**src/rtl/packetizer_pkg.sv**
```systemverilog
// Shared flit geometry and formatting helpers for the packetizer/depacketizer pair.
package packetizer_pkg;

  localparam int unsigned FlitsPerPkt = 4;
  // Upper bound on a single flit; formatting helpers work at this width and callers truncate.
  localparam int unsigned MaxFlitW    = 512;

  // Control bit offsets counted down from the flit MSB; dest follows immediately after.
  localparam int unsigned ValidOfs    = 0;
  localparam int unsigned HeadOfs     = 1;
  localparam int unsigned TailOfs     = 2;
  localparam int unsigned HdrCtrlBits = 3;

  typedef struct packed {
    int payload_w;
    int num_flits;
  } flit_geom_t;

  function automatic int unsigned flit_width(int unsigned width_out);
    return width_out / FlitsPerPkt;
  endfunction

  // Payload bits per flit and flits per packet; payload_w < 1 marks an unusable geometry.
  function automatic flit_geom_t calc_geom(int unsigned width_in, int unsigned width_out,
                                           int unsigned addr_w, int unsigned vc_w);
    flit_geom_t g;
    g.payload_w = int'(flit_width(width_out)) - int'(HdrCtrlBits) - int'(addr_w) - int'(vc_w);
    g.num_flits = (g.payload_w > 0) ? (int'(width_in) + g.payload_w - 1) / g.payload_w : 0;
    return g;
  endfunction

  // Right-aligned flit: valid, head, tail, dest, vc, payload from MSB down to bit 0.
  function automatic logic [MaxFlitW-1:0] build_flit(logic valid, logic head, logic tail,
                                                     logic [31:0] dest, logic [31:0] vc,
                                                     logic [MaxFlitW-1:0] payload,
                                                     int unsigned flit_w, int unsigned addr_w,
                                                     int unsigned vc_w);
    logic [MaxFlitW-1:0] one;
    logic [MaxFlitW-1:0] flit;
    int unsigned         pay_w;
    one   = 1;
    pay_w = flit_w - HdrCtrlBits - addr_w - vc_w;
    flit  = payload & ((one << pay_w) - one);
    flit |= (MaxFlitW'(vc) & ((one << vc_w) - one)) << pay_w;
    flit |= (MaxFlitW'(dest) & ((one << addr_w) - one)) << (pay_w + vc_w);
    flit |= MaxFlitW'(tail) << (flit_w - 1 - TailOfs);
    flit |= MaxFlitW'(head) << (flit_w - 1 - HeadOfs);
    flit |= MaxFlitW'(valid) << (flit_w - 1 - ValidOfs);
    return flit;
  endfunction

endpackage

```
**src/rtl/pkt_skid_buffer.sv**
```systemverilog
// Two-entry ready/valid register slice: a main output register plus one skid register.
module pkt_skid_buffer #(
  parameter int unsigned Width = 8
) (
  input  logic             clk_i,
  input  logic             rst_ni,
  input  logic             valid_i,
  output logic             ready_o,
  input  logic [Width-1:0] data_i,
  output logic             valid_o,
  input  logic             ready_i,
  output logic [Width-1:0] data_o
);

  logic             main_valid_q, main_valid_d;
  logic             skid_valid_q, skid_valid_d;
  logic [Width-1:0] main_data_q, main_data_d;
  logic [Width-1:0] skid_data_q, skid_data_d;
  logic             ready_q;
  logic             accept;
  logic             pop;

  assign accept  = valid_i & ready_q;
  assign pop     = main_valid_q & ready_i;
  assign ready_o = ready_q;
  assign valid_o = main_valid_q;
  assign data_o  = main_data_q;

  // Next-state: refill main from skid first (keeps order), else from input; overflow to skid.
  always_comb begin
    main_valid_d = main_valid_q;
    main_data_d  = main_data_q;
    skid_valid_d = skid_valid_q;
    skid_data_d  = skid_data_q;
    if (pop || !main_valid_q) begin
      if (skid_valid_q) begin
        main_valid_d = 1'b1;
        main_data_d  = skid_data_q;
        skid_valid_d = 1'b0;
      end else begin
        main_valid_d = accept;
        if (accept) begin
          main_data_d = data_i;
        end
      end
    end else if (accept) begin
      skid_valid_d = 1'b1;
      skid_data_d  = data_i;
    end
  end

  // State registers; ready is registered so it never depends combinationally on ready_i.
  always_ff @(posedge clk_i or negedge rst_ni) begin
    if (!rst_ni) begin
      main_valid_q <= 1'b0;
      main_data_q  <= '0;
      skid_valid_q <= 1'b0;
      skid_data_q  <= '0;
      ready_q      <= 1'b0;
    end else begin
      main_valid_q <= main_valid_d;
      main_data_q  <= main_data_d;
      skid_valid_q <= skid_valid_d;
      skid_data_q  <= skid_data_d;
      ready_q      <= ~skid_valid_d;
    end
  end

endmodule

```
**src/rtl/packetizer.sv**
```systemverilog
// Packs a user word into up to four fabric flits and registers it through a skid buffer.
module packetizer
  import packetizer_pkg::*;
#(
  parameter int unsigned ADDRESS_WIDTH    = 4,
  parameter int unsigned VC_ADDRESS_WIDTH = 1,
  parameter int unsigned WIDTH_IN         = 19,
  parameter int unsigned WIDTH_OUT        = 512,
  parameter int unsigned ASSIGNED_VC      = 0
) (
  input  logic                     clk,
  input  logic                     rst,
  input  logic [WIDTH_IN-1:0]      i_data_in,
  input  logic [ADDRESS_WIDTH-1:0] i_dest_in,
  input  logic                     i_valid_in,
  output logic                     i_ready_out,
  output logic [WIDTH_OUT-1:0]     o_data_out,
  output logic                     o_valid_out,
  input  logic                     o_ready_in
);

  localparam int unsigned FLIT_W = flit_width(WIDTH_OUT);
  localparam flit_geom_t  Geom   = calc_geom(WIDTH_IN, WIDTH_OUT, ADDRESS_WIDTH, VC_ADDRESS_WIDTH);
  localparam int          P      = Geom.payload_w;
  localparam int          NF     = Geom.num_flits;
  localparam int unsigned PadW   = NF * P;

  if (NF > 4 || P < 1 || FLIT_W > MaxFlitW) begin : g_bad_params
    $fatal(1, "packetizer: parameters give an unsupported flit geometry");
  end

  logic [PadW-1:0]      data_pad;
  logic [WIDTH_OUT-1:0] pkt;

  // Zero-extend so the last flit's payload slice never reads past the user word.
  assign data_pad = PadW'(i_data_in);

  // Combinational formatting: flit 0 at the MSBs, unused trailing flits left at zero.
  always_comb begin
    pkt = '0;
    for (int k = 0; k < NF; k++) begin
      pkt[WIDTH_OUT-1-k*FLIT_W -: FLIT_W] = FLIT_W'(build_flit(
          1'b1, (k == 0), (k == NF - 1), 32'(i_dest_in), ASSIGNED_VC,
          MaxFlitW'(data_pad[k*P +: P]), FLIT_W, ADDRESS_WIDTH, VC_ADDRESS_WIDTH));
    end
  end

  pkt_skid_buffer #(
    .Width(WIDTH_OUT)
  ) u_skid (
    .clk_i  (clk),
    .rst_ni (rst),
    .valid_i(i_valid_in),
    .ready_o(i_ready_out),
    .data_i (pkt),
    .valid_o(o_valid_out),
    .ready_i(o_ready_in),
    .data_o (o_data_out)
  );

endmodule

```
**config.mk**
```make
export PLATFORM = sky130hd
export DESIGN_NAME = packetizer
export DESIGN_NICKNAME = d
export VERILOG_FILES = /design/src/rtl/packetizer_pkg.sv /design/src/rtl/pkt_skid_buffer.sv /design/src/rtl/packetizer.sv
export SDC_FILE = /design/constraint.sdc
export NUM_CORES = 1
export LEC_CHECK = 0
export CELL_PAD_IN_SITES_DETAIL_PLACEMENT = 0
export CELL_PAD_IN_SITES_GLOBAL_PLACEMENT = 1
export CORE_AREA = 2 2 211 213
export DETAILED_ROUTE_END_ITERATION = 10
export DIE_AREA = 0 0 213 215
export PLACE_DENSITY_LB_ADDON = 0.15
export SYNTH_ARGS = -nofsm -noshare
export SYNTH_HDL_FRONTEND = slang
export SYNTH_SLANG_ARGS = --single-unit
```
**constraint.sdc**
```tcl
create_clock -name clk -period 1.4 [get_ports clk]
set_input_delay 0.35 -clock clk [delete_from_list [all_inputs] [get_ports clk]]
set_output_delay 0.35 -clock clk [all_outputs]
set_load 0.01 [all_outputs]
```
==> impl_metrics.tcl <==
set metrics [dict create \
    avgSynthCellArea_um2 9.503 \
    ant_nets 0 \
    r2r-end "u_skid.data_o[396]" \
    num_antenna_cells 0 \
    crit-reg2reg-launch "u_skid.valid_o" \
    cts_sinks 51 \
    routed_wl_um 10620 \
    start_kind "flip-flop" \
    track_usage_pct 4.114 \
    synth_common_cells "490 x buf_4, 51 x dfrtp_1, 50 x mux2_2, 18 x mux2_4, 5 x buf_6" \
    slew_viol_final 0 \
    hold_class "in -> async" \
    antenna_found_initial 0 \
    cp_max_fo 7 \
    initial_core_util_pct 13.65 \
    clock.fmax_mhz 703.6 \
    synthCells 627 \
    ys_types 15 \
    violations "setup timing" \
    viasPerCell 2.022 \
    port_buffers 54 \
    synth.cell_area_um2 5958 \
    ys_top_cells_by_area "buf_4 62%, dfrtp_1 21%, mux2_2 9.4%" \
    core-area_um2 43640 \
    nets 729 \
    clock_skew_ns 0.01002 \
    synth_top_area_share_pct 61.74 \
    setup_ws_ns -0.02120 \
    hold_viol 0 \
    cts_root_buf "clkbuf_16" \
    p_leak_nw 3.090 \
    drt_iter0_markers 22 \
    cp_slowest_cell "dfrtp_1" \
    drive_above_1_share_pct 15.93 \
    post-route-period-util_pct 101.5 \
    p_per_area_nw_per_um2 978.5 \
    peakVddDrop_v 0.0003979 \
    cts_tree "yes" \
    grt_max_degree 52 \
    htreeDepth 2 \
    die_area_um2 45800 \
    hpwlAfterDp_um 8531 \
    path_delay_family "flip-flops" \
    drt-pass1-iter-count 2 \
    cap_violations 0 \
    slowest_delay_ns 0.41 \
    rsz0062_at_grt "yes" \
    numCtsBuffers 5 \
    async_reset_ff_share_pct 100.0 \
    yosysMostFrequentCell "buf_4" \
    cts_buffer_depth 2 \
    die_x_um 213 \
    cp.depth 5 \
    grt_pass1_vias 1990 \
    worstSkewPairLatency_ns 0.30 \
    grt_overflow 0 \
    netlist.top_cell.by_area "buf_4" \
    yosysWarningCount 0 \
    vias 2618 \
    cp_cell_sequence "nor2b_4 > nor2_4 > buf_6 > buf_12 > mux2_4" \
    drc 0 \
    wl_per_cell_um 8.201 \
    crit_buf_inv 2 \
    synth_edf_count 0 \
    reg2reg_depth 5 \
    worstPathArrival_ns 1.61 \
    cts.clk_slew.worst_paths_ns 0.08 \
    crit_required_ns 1.59 \
    dieHeight_um 215 \
    post-place-ws_ns -0.4568 \
    reg2reg_slack_ns -0.02 \
    synth_flop_cell "dfrtp_1" \
    power_w 0.005627 \
    place_congestion 0.5961 \
    status "complete, but fails checks" \
    ctsHoldBuffers 0 \
    tns_ns -0.2517 \
    path_class "reg -> reg" \
    yosysSeqAreaShare_pct 21.42 \
    setup_viol 21 \
    grt_pass1_wl_um 13630 \
    endpoint_kind "flip-flop" \
    core.rowCount 77 \
    synthToLayoutAreaGrowth_pct -3.486 \
    fin_crit_ns 1.421 \
    num_io_pins 541 \
    synth-seq-cells 51 \
]
==> cells by family after synthesis <==
group | after synthesis | share of synthesized area, %
other | 1 | 0.06294
AND/OR/NAND/NOR | 7 | 1.092
buffers and inverters | 497 | 62.81
multiplexers | 69 | 14.17
AO/OA/AOI/OAI | 2 | 0.4411
flip-flops | 51 | 21.42
==> final cells by class <==
class,instances,area [um2]
Fill cell,4981,37890
Multi-Input combinational cell,564,2816
Sequential cell,51,1279
Timing Repair Buffer,78,763.2
Tap cell,592,740.7
Clock buffer,5,125.1
Clock inverter,3,18.77
Inverter,2,7.507
==> registers in the layout, summed over array words and instances, names as in the netlist <==
name                 flops
u_skid.ready_o           1
u_skid.skid_data_q      24
u_skid.skid_valid_q      1
u_skid.data_o           24
u_skid.valid_o           1
==> stage by stage <==
stage / cells / util, % / instance area (um2) / hold slack [ns]
finish: 1295 / 13.18 / 5751 / 0.02852
global route: 1295 / 13.18 / 5751 / 0.03993
CTS: 1294 / 13.13 / 5729 / 0.04577
detailed placement: 1281 / 12.65 / 5519 / 0.3858
global placement: 1281 / 12.65 / 5519 / 0.3827
floorplan: 1112 / - / 7779 / 0.05441
==> cells in the final DEF (no fill, tap or decap), drive strengths merged <==
cell and count:
clkdlybuf4s15 2, nand2 1, clkinv 2, nand2b 3, inv 3, clkdlybuf4s50 23, nand3 1, dlygate4sd2 24
dfrtp 51, a21oi 1, conb 486, nor2 1, nor2b 1, buf 27, mux2 69, o32a 1
clkbuf 7
==> worst max path at each step <==
stage,from,endpoint,slack (ns)
finish,u_skid.valid_o,u_skid.data_o[396],-0.02
global route,u_skid.valid_o,u_skid.data_o[395],-0.11
CTS,u_skid.valid_o,u_skid.data_o[400],-0.06
detailed placement,o_ready_in,u_skid.skid_data_q[386],-0.46
floorplan,u_skid.ready_o,u_skid.data_o[388],0.04
global placement,o_ready_in,u_skid.skid_data_q[386],-0.45
==> worst reg2reg max path: cells and delay by family (launching register included) <==
family                 cells  cell delay (ns)
flip-flops                 1             0.41
multiplexers               1             0.31
AND/OR/NAND/NOR            2             0.33
buffers and inverters      2             0.26
==> timing repair <==
action	4_1_cts	5_1_grt
cloned	1	0
buffers inserted	4	2
resized for setup	50	16
pin swaps	1	1
endpoints found under the setup margin	73	52
==> report_power, final <==
part	internal (W)	switching [W]
sequential	0.00189	0.000226
combinational	0.00102	0.00121
clock	0.000666	0.000619
==> metal layers <==
metal	global-route usage (%)	vias to the layer above	wire [um]
met1	4.232	1224	3386
met5	0	-	0
met2	7.807	251	5892
met3	1.125	7	1196
met4	1.538	0	144
li1	-	1136	-
Note: power is estimated with default switching activity, not from simulation.
